## config.mk

```make
export PLATFORM = sky130hd
export DESIGN_NAME = alu_32bit
export DESIGN_NICKNAME = d
export VERILOG_FILES = /design/src/rtl/alu_32bit.sv
export SDC_FILE = /design/constraint.sdc
export NUM_CORES = 1
export LEC_CHECK = 0
export BUFFER_PORTS_ARGS = -buffer_cell sky130_fd_sc_hd__buf_2
export CAP_MARGIN = 15
export CORE_MARGIN = 2
export CORE_UTILIZATION = 45
export DETAILED_ROUTE_END_ITERATION = 16
export GPL_ROUTABILITY_DRIVEN = 0
export PLACE_DENSITY = 0.66
export SLEW_MARGIN = 20
export SYNTH_ARGS = -nofsm -noshare
export SYNTH_HDL_FRONTEND = slang
export SYNTH_SLANG_ARGS = --single-unit
```

## constraint.sdc

```tcl
create_clock -name clock -period 1.75 [get_ports clock]
set_input_delay 0.0875 -clock clock [delete_from_list [all_inputs] [get_ports clock]]
set_output_delay 0.0875 -clock clock [all_outputs]
set_load 0.03 [all_outputs]
```

## src/rtl/alu_32bit.sv

```systemverilog
// Registered 32-bit ALU: add/sub/and/or plus optional shifts, with compare and overflow flags.
// Define ALU_SHIFT_EN to include the barrel shifter (SLL/SRA); otherwise those opcodes return 0.
module alu_32bit (
    input  logic        clock,
    input  logic        reset,
    input  logic [31:0] data_operandA,
    input  logic [31:0] data_operandB,
    input  logic [4:0]  ctrl_ALUopcode,
    input  logic [4:0]  ctrl_shiftamt,
    output logic [31:0] data_result,
    output logic        isNotEqual,
    output logic        isLessThan,
    output logic        overflow
);

    typedef enum logic [4:0] {
        OP_ADD = 5'b00000,
        OP_SUB = 5'b00001,
        OP_AND = 5'b00010,
        OP_OR  = 5'b00011,
        OP_SLL = 5'b00100,
        OP_SRA = 5'b00101
    } alu_op_e;

    logic [31:0] w_sum;
    logic [31:0] w_diff;
    logic        w_add_ovf;
    logic        w_sub_ovf;
    logic [31:0] w_result;
    logic        w_overflow;

    assign w_sum  = data_operandA + data_operandB;
    assign w_diff = data_operandA + ~data_operandB + 32'd1;

    assign w_add_ovf = (data_operandA[31] == data_operandB[31]) && (w_sum[31]  != data_operandA[31]);
    assign w_sub_ovf = (data_operandA[31] != data_operandB[31]) && (w_diff[31] != data_operandA[31]);

`ifdef ALU_SHIFT_EN
    logic [31:0] w_sll;
    logic [31:0] w_sra;

    assign w_sll = data_operandA << ctrl_shiftamt;
    assign w_sra = $unsigned($signed(data_operandA) >>> ctrl_shiftamt);
`else
    logic w_unused_shamt;

    assign w_unused_shamt = ^ctrl_shiftamt;
`endif

    always_comb begin
        // NOTE: defaults first so every path assigns every output and no latch is inferred.
        w_result   = 32'd0;
        w_overflow = 1'b0;
        case (ctrl_ALUopcode)
            OP_ADD: begin
                w_result   = w_sum;
                w_overflow = w_add_ovf;
            end
            OP_SUB: begin
                w_result   = w_diff;
                w_overflow = w_sub_ovf;
            end
            OP_AND: w_result = data_operandA & data_operandB;
            OP_OR:  w_result = data_operandA | data_operandB;
`ifdef ALU_SHIFT_EN
            OP_SLL: w_result = w_sll;
            OP_SRA: w_result = w_sra;
`endif
            default: ;
        endcase
    end

    // Flags come from the A-B subtractor regardless of opcode; XOR with overflow keeps
    // the signed less-than correct when the difference wraps.
    always_ff @(posedge clock or posedge reset) begin
        // NOTE: asynchronous reset clears outputs immediately; state uses non-blocking assignments.
        if (reset) begin
            data_result <= 32'd0;
            isNotEqual  <= 1'b0;
            isLessThan  <= 1'b0;
            overflow    <= 1'b0;
        end else begin
            data_result <= w_result;
            isNotEqual  <= |w_diff;
            isLessThan  <= w_diff[31] ^ w_sub_ovf;
            overflow    <= w_overflow;
        end
    end

endmodule

```

### After elaboration in Yosys (flattened, before gate mapping)

Cells that the tools add are included.

* $add $sub $neg: 3
* eq/ne operators: 7
* mux-type cells: 2
* bitwise operators: 4
* reduce and logical (&&, ||, !) cells: 4

Operators with widths (count)
* 32-bit case mux with 4 select lines: 1
* 32-bit adder: 2
* 32-bit by 1-bit adder with 32-bit output (second input constant): 1
* 32-bit AND: 1
* 32-bit NOT: 1
* 32-bit bitwise OR: 1
* 32-bit OR reduction: 1
* 5-bit by 2-bit == test with 1-bit output (second input constant): 2
* 5-bit by 1-bit == test with 1-bit output (second input constant): 1
* 5-bit zero test: 1
* 1-bit inequality test: 3
* 1-bit logical AND: 2
* 1-bit case mux with 2 select lines: 1
* 1-bit == test: 1
* 1-bit XOR: 1

* bits in registers: 35
* input port bits: 76
* output and inout bits: 35
* logic and storage cells: 24

### Logic depth before layout (Yosys ltp)

Gate-level depths: netlist (run 1).

* depth after elaboration: 6
* mapped depth: 22
* gate-level depth less buffers: 21

### Worst setup path before layout (run 1)

Ideal clock, no wire load.

* path type: in2reg
* start: in data_operandA[5]
* end: reg isNotEqual
* setup time: 0.133 ns
* arrival time: 4.232 ns
* required time: 1.617 ns
* setup slack: -2.615 ns
* stages: 22
* buffers on the path: 2
* cells stage by stage: inv_1 -> ha_1 -> buf_6 -> or4_4 -> buf_6 -> a2111oi_4 -> nor4b_1 -> o31ai_1 -> a31o_2 -> a21oi_1 -> nor2_1 -> nor2_1 -> fa_1 -> nand3b_1 -> a221oi_1 -> o311ai_0 -> a21oi_1 -> o311a_1 -> o2111ai_1 -> a2111oi_0 -> and4_1 -> nand4_1

* word-level cells in the longest chain between the ends: 3

RTL lines
* from (decl): line 6 `input logic [31:0] data_operandA,`
* 32-bit adder: line 33 `assign w_diff = data_operandA + ~data_operandB + 32'd1;`
* 32-bit by 1-bit adder with 32-bit output: line 33
* 32-bit OR reduction: line 84 `isNotEqual <= |w_diff;`
* to (signal assigned): line 84
* to (decl): line 11 `output logic isNotEqual,`

Every way passes these cells.

### Worst setup path in the final report (run 1)

* start: in data_operandA[1]
* end: reg isNotEqual

Same word-level chain as after synthesis.

==> results.cfg, run 1 <==
[synth]
synth_top_area_frac = 0.201
yosys_register_bits = 35
synth_edf_count = 0
syn_area_mm2 = 0.00648
synth-main-ff-cell = dfrtp_1
async_reset_ff_frac = 1.00
yosys_warnings = 0
synth.net_count = 1052
ys_seq_area_frac = 0.135
syn_inst = 869
synth_top_area_cell = ha_1
yosysUniqueCellTypes = 82
avgSynthCellArea_um2 = 7.46
yosys-top-cells-area = ha_1, dfrtp_1, inv_1, a21oi_1, xnor2_1

[power]
leakagePower_nw = 5.47
powerDensity_mw_per_mm2 = 519
peakVddDrop_mv = 0.357

[cts]
cts_tree = built
cts.clk_slew.worst_paths_ns = 0.07
cts_buffers = 5
clk_path_buf_depth = 2
h-tree-depth = 2
cts.sinks = 35
cts-root-buf = clkbuf_16

[cells_and_area]
nNetsFinal = 1470
area_growth_pct = 68.1
drive_above_1_share = 0.474
regArea_um2 = 876
diodes = 0
multi_input_area_mm2 = 0.00587
fillers = 896
utilization = 0.779
final_cell_count_no_fill = 1468

[critical_path]
arrival_ns = 4.80
worstPathRequired_ns = 1.93
critical_path_class = in -> reg
cp-start-kind = primary input
cp-end-kind = flop
path_max_fanout = 2

[run]
drv_cap = 0

[timing]
fin_crit_ns = 4.63
max_slew_margin = 0.544
period_share = 2.64
finalHoldViolations = 0
final_max_slew_viol_count = 0
rsz0062_at_grt = yes
worst_slew_pin_slew_ns = 0.678
timing.final.ws_setup_ns = -2.88
setup_viol = 31
max_freq_mhz = 216
fin_setup_tns_ns = -27.46

[place]
port_buffers = 105
hpwl_um = 18300
post-place-cells = 1418
place_ws_ns = -2.93

[route]
drt_first_pass_iters = 7
drt_wl_total_um = 28100
viasPerCell = 6.02
wire_per_inst_um = 19.1
first_iter_violations = 1064
postRouteAntennaNets = 0
vias = 8837
drc = 0

[outcome]
violations = setup timing
status = finished with violations

[global_routing]
antenna_found_initial = 0
grt_pass1_vias = 8222
grt_max_degree = 36
grt_usage = 0.329
grt_overflow_total = 0
grt_first_pass_wirelength_um = 39700

[floorplanning]
num_io_pins = 111
die_h_um = 124
initial_core_util = 0.463
design.die.area_mm2 = 0.0154
die_w_um = 124
coreArea_mm2 = 0.0140
num_rows = 43

[worst_hold_path]
hold_path.class = in -> reg
==> timing repair <==
| item | CTS | global route |
|---|---|---|
| hold buffers | 1 | 0 |
| pin swaps | 64 | 48 |
| buffers inserted | 34 | 16 |
| setup endpoints to repair | 30 | 30 |
| gates resized for setup | 135 | 57 |
| hold endpoints to repair | 35 | 0 |
==> routing by layer <==
layer,vias up,track usage,part of all wire
met5,-,0,0
met4,0,0.172,0.073
met3,204,0.0627,0.097
met2,641,0.544,0.45
met1,4030,0.406,0.38
li1,3962,-,-
==> cells in the mapped netlist (all sizes together) (16+ instances only) <==
cell type	n
xnor2	31
nor3	18
clkbuf	34
ha	104
a211oi	17
o21ai	53
nand3	19
o22ai	26
nand2	59
a21oi	72
nand2b	18
inv	101
dfrtp	35
nor2	57
a21o	16
==> placed cells by master, fill, tap and decap left out, drive strengths merged, types with 4 or more instances in the layout <==
cell | synthesis | layout
mux2i | 4 | 4
a211oi | 17 | 17
o2111ai | 6 | 6
or2 | 5 | 5
a222oi | 5 | 5
o211ai | 7 | 7
nor3b | 4 | 4
a2111oi | 5 | 5
xor2 | 8 | 8
nand3 | 19 | 19
and4 | 5 | 5
clkbuf | 34 | 6
o22ai | 26 | 26
o21bai | 11 | 11
o21a | 6 | 6
nor3 | 18 | 18
o311ai | 5 | 5
nand4 | 5 | 5
o31ai | 8 | 8
nand2b | 18 | 18
nor2 | 57 | 57
nor4 | 8 | 8
ha | 104 | 104
a21o | 16 | 16
xnor2 | 31 | 31
o221ai | 4 | 4
a31oi | 15 | 15
a21oi | 72 | 72
nand2 | 59 | 59
nor2b | 11 | 11
buf | 12 | 456
dfrtp | 35 | 35
or4 | 5 | 5
and2 | 6 | 6
o21ai | 53 | 53
a221oi | 10 | 10
and3 | 4 | 4
inv | 101 | 100
==> registers in the layout, summed over array words and instances (netlist names) <==
signal / flops
isLessThan: 1
overflow: 1
isNotEqual: 1
data_result: 32
==> stage by stage <==
step / hold slack [ns] / instance area [um^2] / power (mW)
floorplan: 0.242 / 6680 / 2.48
global placement: 0.240 / 9550 / 3.76
detailed placement: 0.244 / 9550 / 3.79
CTS: 0.148 / 10500 / 5.31
global route: 0.180 / 10900 / 5.90
finish: 0.162 / 10900 / 5.66
==> cell type report <==
type / count / share of cell area
clock buffers: 6 / 0.0127
clock inverters: 2 / 0.00322
inverters: 102 / 0.0364
multi-input cells: 686 / 0.539
flip-flops and latches: 35 / 0.0804
well taps: 180 / 0.0207
repair buffers: 457 / 0.308
==> path summary, 6_finish.rpt <==
path | from | end | depth (start not counted)
max in group asynchronous | reset | data_result[18] | 4
max | data_operandA[1] | isNotEqual | 22
min | data_operandA[31] | isLessThan | 2
min in group asynchronous | reset | data_result[2] | 4
==> cells by family after synthesis <==
family                   Yosys count  synth area share
AO/OA/AOI/OAI                    300             0.316
XOR/XNOR                          39            0.0527
adder cells (fa/ha/maj)          107             0.210
buffers and inverters            148            0.0915
flip-flops                        35             0.135
multiplexers                       6           0.00965
AND/OR/NAND/NOR                  234             0.185
==> worst max-delay path, cell delays in order <==
cell and delay (ns):
buf_8 0.08, clkinvlp_4 0.09, ha_4 0.26, o21ba_4 0.22, or4_4 0.46, a2111oi_4 0.51
nor4b_4 0.12, o31ai_2 0.36, a31o_2 0.26, a21oi_2 0.06, nor2_1 0.09, nor2_1 0.06
fa_1 0.52, nand3b_1 0.12, a221oi_2 0.19, o311ai_1 0.13, a21oi_1 0.18, o311a_1 0.21
o2111ai_1 0.19, a2111oi_2 0.28, and4_1 0.23, nand4_1 0.08
==> report_power, final <==
| group | total (mW) | leakage (nW) | switching (mW) | internal, mW |
|---|---|---|---|---|
| clock | 1.13 | 0.0868 | 0.421 | 0.711 |
| sequential | 0.856 | 0.469 | 0.00895 | 0.847 |
| combinational | 3.67 | 4.91 | 1.94 | 1.73 |
| total | 5.66 | 5.47 | 2.37 | 3.29 |
No activity file was read; power rests on OpenSTA's default activity.
==> inputs of run 2 (changes only) <==
ABC_AREA = 1   (was unset)
==> run 2 against run 1 <==
Effect of this change: the run still ends with setup timing left; die area grew 7.4%; critical path depth is the same; sequential share of layout area shrank 0.63 points; critical endpoint unchanged; clock-buffer cell count shrank 1; first-iteration DRC count shrank 0.85%; final area grew 8.5%; combinational power is essentially flat; clock power is essentially flat; hold slack lost 0.016 ns; setup slack gained 2.1 ns.
==> results.cfg, run 2 <==
[outcome]
status = finished with violations
violations = setup timing

[worst_hold_path]
hold_path.class = in -> reg
worstHoldStart = ctrl_ALUopcode[2]

[synth]
syn_inst = 1141
synth-xor-area-share = 0.0113
synth_top_area_frac = 0.187
async_reset_ff_frac = 1.00
synthAdderAreaFrac = 0.195
ys_seq_area_frac = 0.126
synth.net_count = 1324
synth-main-ff-cell = dfrtp_1
synth_edf_count = 0
avgSynthCellArea_um2 = 6.11
syn_area_mm2 = 0.00697
synthTopCellsByCount = nand2_1, inv_1, ha_1, nor2_1, nand3_1
synthSimpleGateAreaFrac = 0.360
yosys_warnings = 0
synth.most_common_cell = nand2_1
synth_top_area_cell = ha_1
yosys-top-cells-area = ha_1, nand2_1, dfrtp_1, inv_1, nand3_1
synth_compound_area_frac = 0.165
yosys_register_bits = 35
synth_top_family_by_area = simple AND/OR/NAND/NOR gates
yosysUniqueCellTypes = 49
synthMuxAreaShare = 0

[timing]
period_share = 1.41
fin_setup_tns_ns = -2.97
fin_crit_ns = 2.48
max_slew_margin = 0.427
timing.final.ws_setup_ns = -0.725
finalHoldViolations = 0
final_max_slew_viol_count = 0
setup_viol = 16
worst_slew_pin_slew_ns = 0.859
rsz0062_at_grt = yes
max_freq_mhz = 404

[power]
power_switching_mw = 2.49
pwr-share-clk = 0.201
powerDensity_mw_per_mm2 = 479
peakVddDrop_mv = 0.383
total_power_mw = 5.67
leakagePower_nw = 6.21
switching_share = 0.440
seqPwrFrac = 0.150
p_int_mw = 3.17
combPwrFrac = 0.649

[floorplanning]
die_w_um = 128
coreArea_mm2 = 0.0151
num_io_pins = 111
initial_core_util = 0.460
die_h_um = 128
num_rows = 45
design.die.area_mm2 = 0.0165

[cts]
h-tree-depth = 2
cts_tree = built
cts_buffers = 5
cts-root-buf = clkbuf_16
cts.sinks = 35
cts.clk_slew.worst_paths_ns = 0.08
clk_path_buf_depth = 2

[cells_and_area]
nNetsFinal = 1756
final_cell_count_no_fill = 1762
fillers = 1019
drive_above_1_share = 0.480
regMostFlops = data_result
largest_reg_flops = 32
final_common_cell = buf_4
final_cell_mix = buf_4, nand2_1, inv_1
area_growth_pct = 69.5
diodes = 0

[place]
port_buffers = 105
hpwl_um = 21500
post-place-cells = 1715

[critical_path]
worstPathRequired_ns = 1.95
crit_start = data_operandB[9]
path_max_fanout = 3
arrival_ns = 2.68
cp-end-kind = flop
critical_path_class = in -> reg
cp-start-kind = primary input

[global_routing]
grt_pass1_vias = 8996
grt_overflow_total = 0
grt_usage = 0.337
grt_max_degree = 36
antenna_found_initial = 0
grt_first_pass_wirelength_um = 43900

[route]
postRouteAntennaNets = 0
first_iter_violations = 1055
drt_first_pass_iters = 6
drc = 0
drt_wl_total_um = 30000
viasPerCell = 5.50
wire_per_inst_um = 17.0
vias = 9684

[run]
drv_cap = 0
[run 2: kinds of logic after synthesis]
group           after synthesis
xor+xnor                      9
flops                        35
simple gates                563
compound gates              195
fa+ha+maj                   107
buf+inv                     232
[run 2: layout make-up]
cell class / instances / area (um^2) / area share
Clock buffer: 5 / 125 / 0.0106
Clock inverter: 3 / 43.8 / 0.00370
Multi-Input combinational cell: 874 / 6330 / 0.535
Tap cell: 188 / 235 / 0.0199
Inverter: 197 / 792 / 0.0670
Sequential cell: 35 / 876 / 0.0741
Timing Repair Buffer: 460 / 3420 / 0.289
[run 2: worst paths after layout]
path | endpoint | slack (ns) | cells after the start
min | data_result[0] | 0.15 | 4
max in group asynchronous | data_result[8] | 0.93 | 4
min in group asynchronous | data_result[26] | 0.44 | 4
max | isNotEqual | -0.73 | 22
[run 2: stage by stage]
step	setup WS [ns]	hold slack, ns	area, um^2	util
after floorplan	-0.849	0.242	7240	-
after global placement	-1.07	0.240	10100	0.667
after detailed placement	-1.16	0.242	10100	0.667
after CTS	-0.580	0.135	11000	0.725
after global routing	-0.960	0.159	11800	0.781
final	-0.725	0.146	11800	0.781
[run 2: critical path, stage by stage]
cell and delay [ns]:
buf_2 0.12, inv_2 0.08, ha_4 0.22, nor2_8 0.12, inv_2 0.05, nor2_4 0.09, and2_4 0.16, nand2_4 0.05
nand3_2 0.10, nand3_4 0.09, nand2_4 0.12, a221oi_4 0.07, fa_1 0.51, nand3b_1 0.08, nor2_1 0.11, nand3_1 0.07
nor2_1 0.10, nand3_1 0.08, nor2_1 0.09, nand3_1 0.07, nor2_1 0.11, nand3_1 0.08
[run 2: repair_timing]
action,CTS,global route
hold buffers,1,0
gates resized for setup,135,185
setup buffers,31,13
hold endpoints to repair,35,0
endpoints found under the setup margin,25,23
pin swaps,59,64
[run 2: per-layer routing]
layer	wire length (um)	vias up	global-route usage
met1	11600	4401	0.432
met5	0	-	0
met2	13700	627	0.553
met4	1720	0	0.172
met3	3060	152	0.0495
li1	-	4504	-
[run 2: power by group through the flow]
stage	Combinational [mW]	Clock [mW]	Sequential, mW
6_report	3.68	1.14	0.853
4_1_cts	3.19	1.14	0.853
3_3_place_gp	2.90	0	0.867
5_1_grt	3.91	1.18	0.856
3_5_place_dp	2.94	0	0.867
2_1_floorplan	1.47	0	0.945
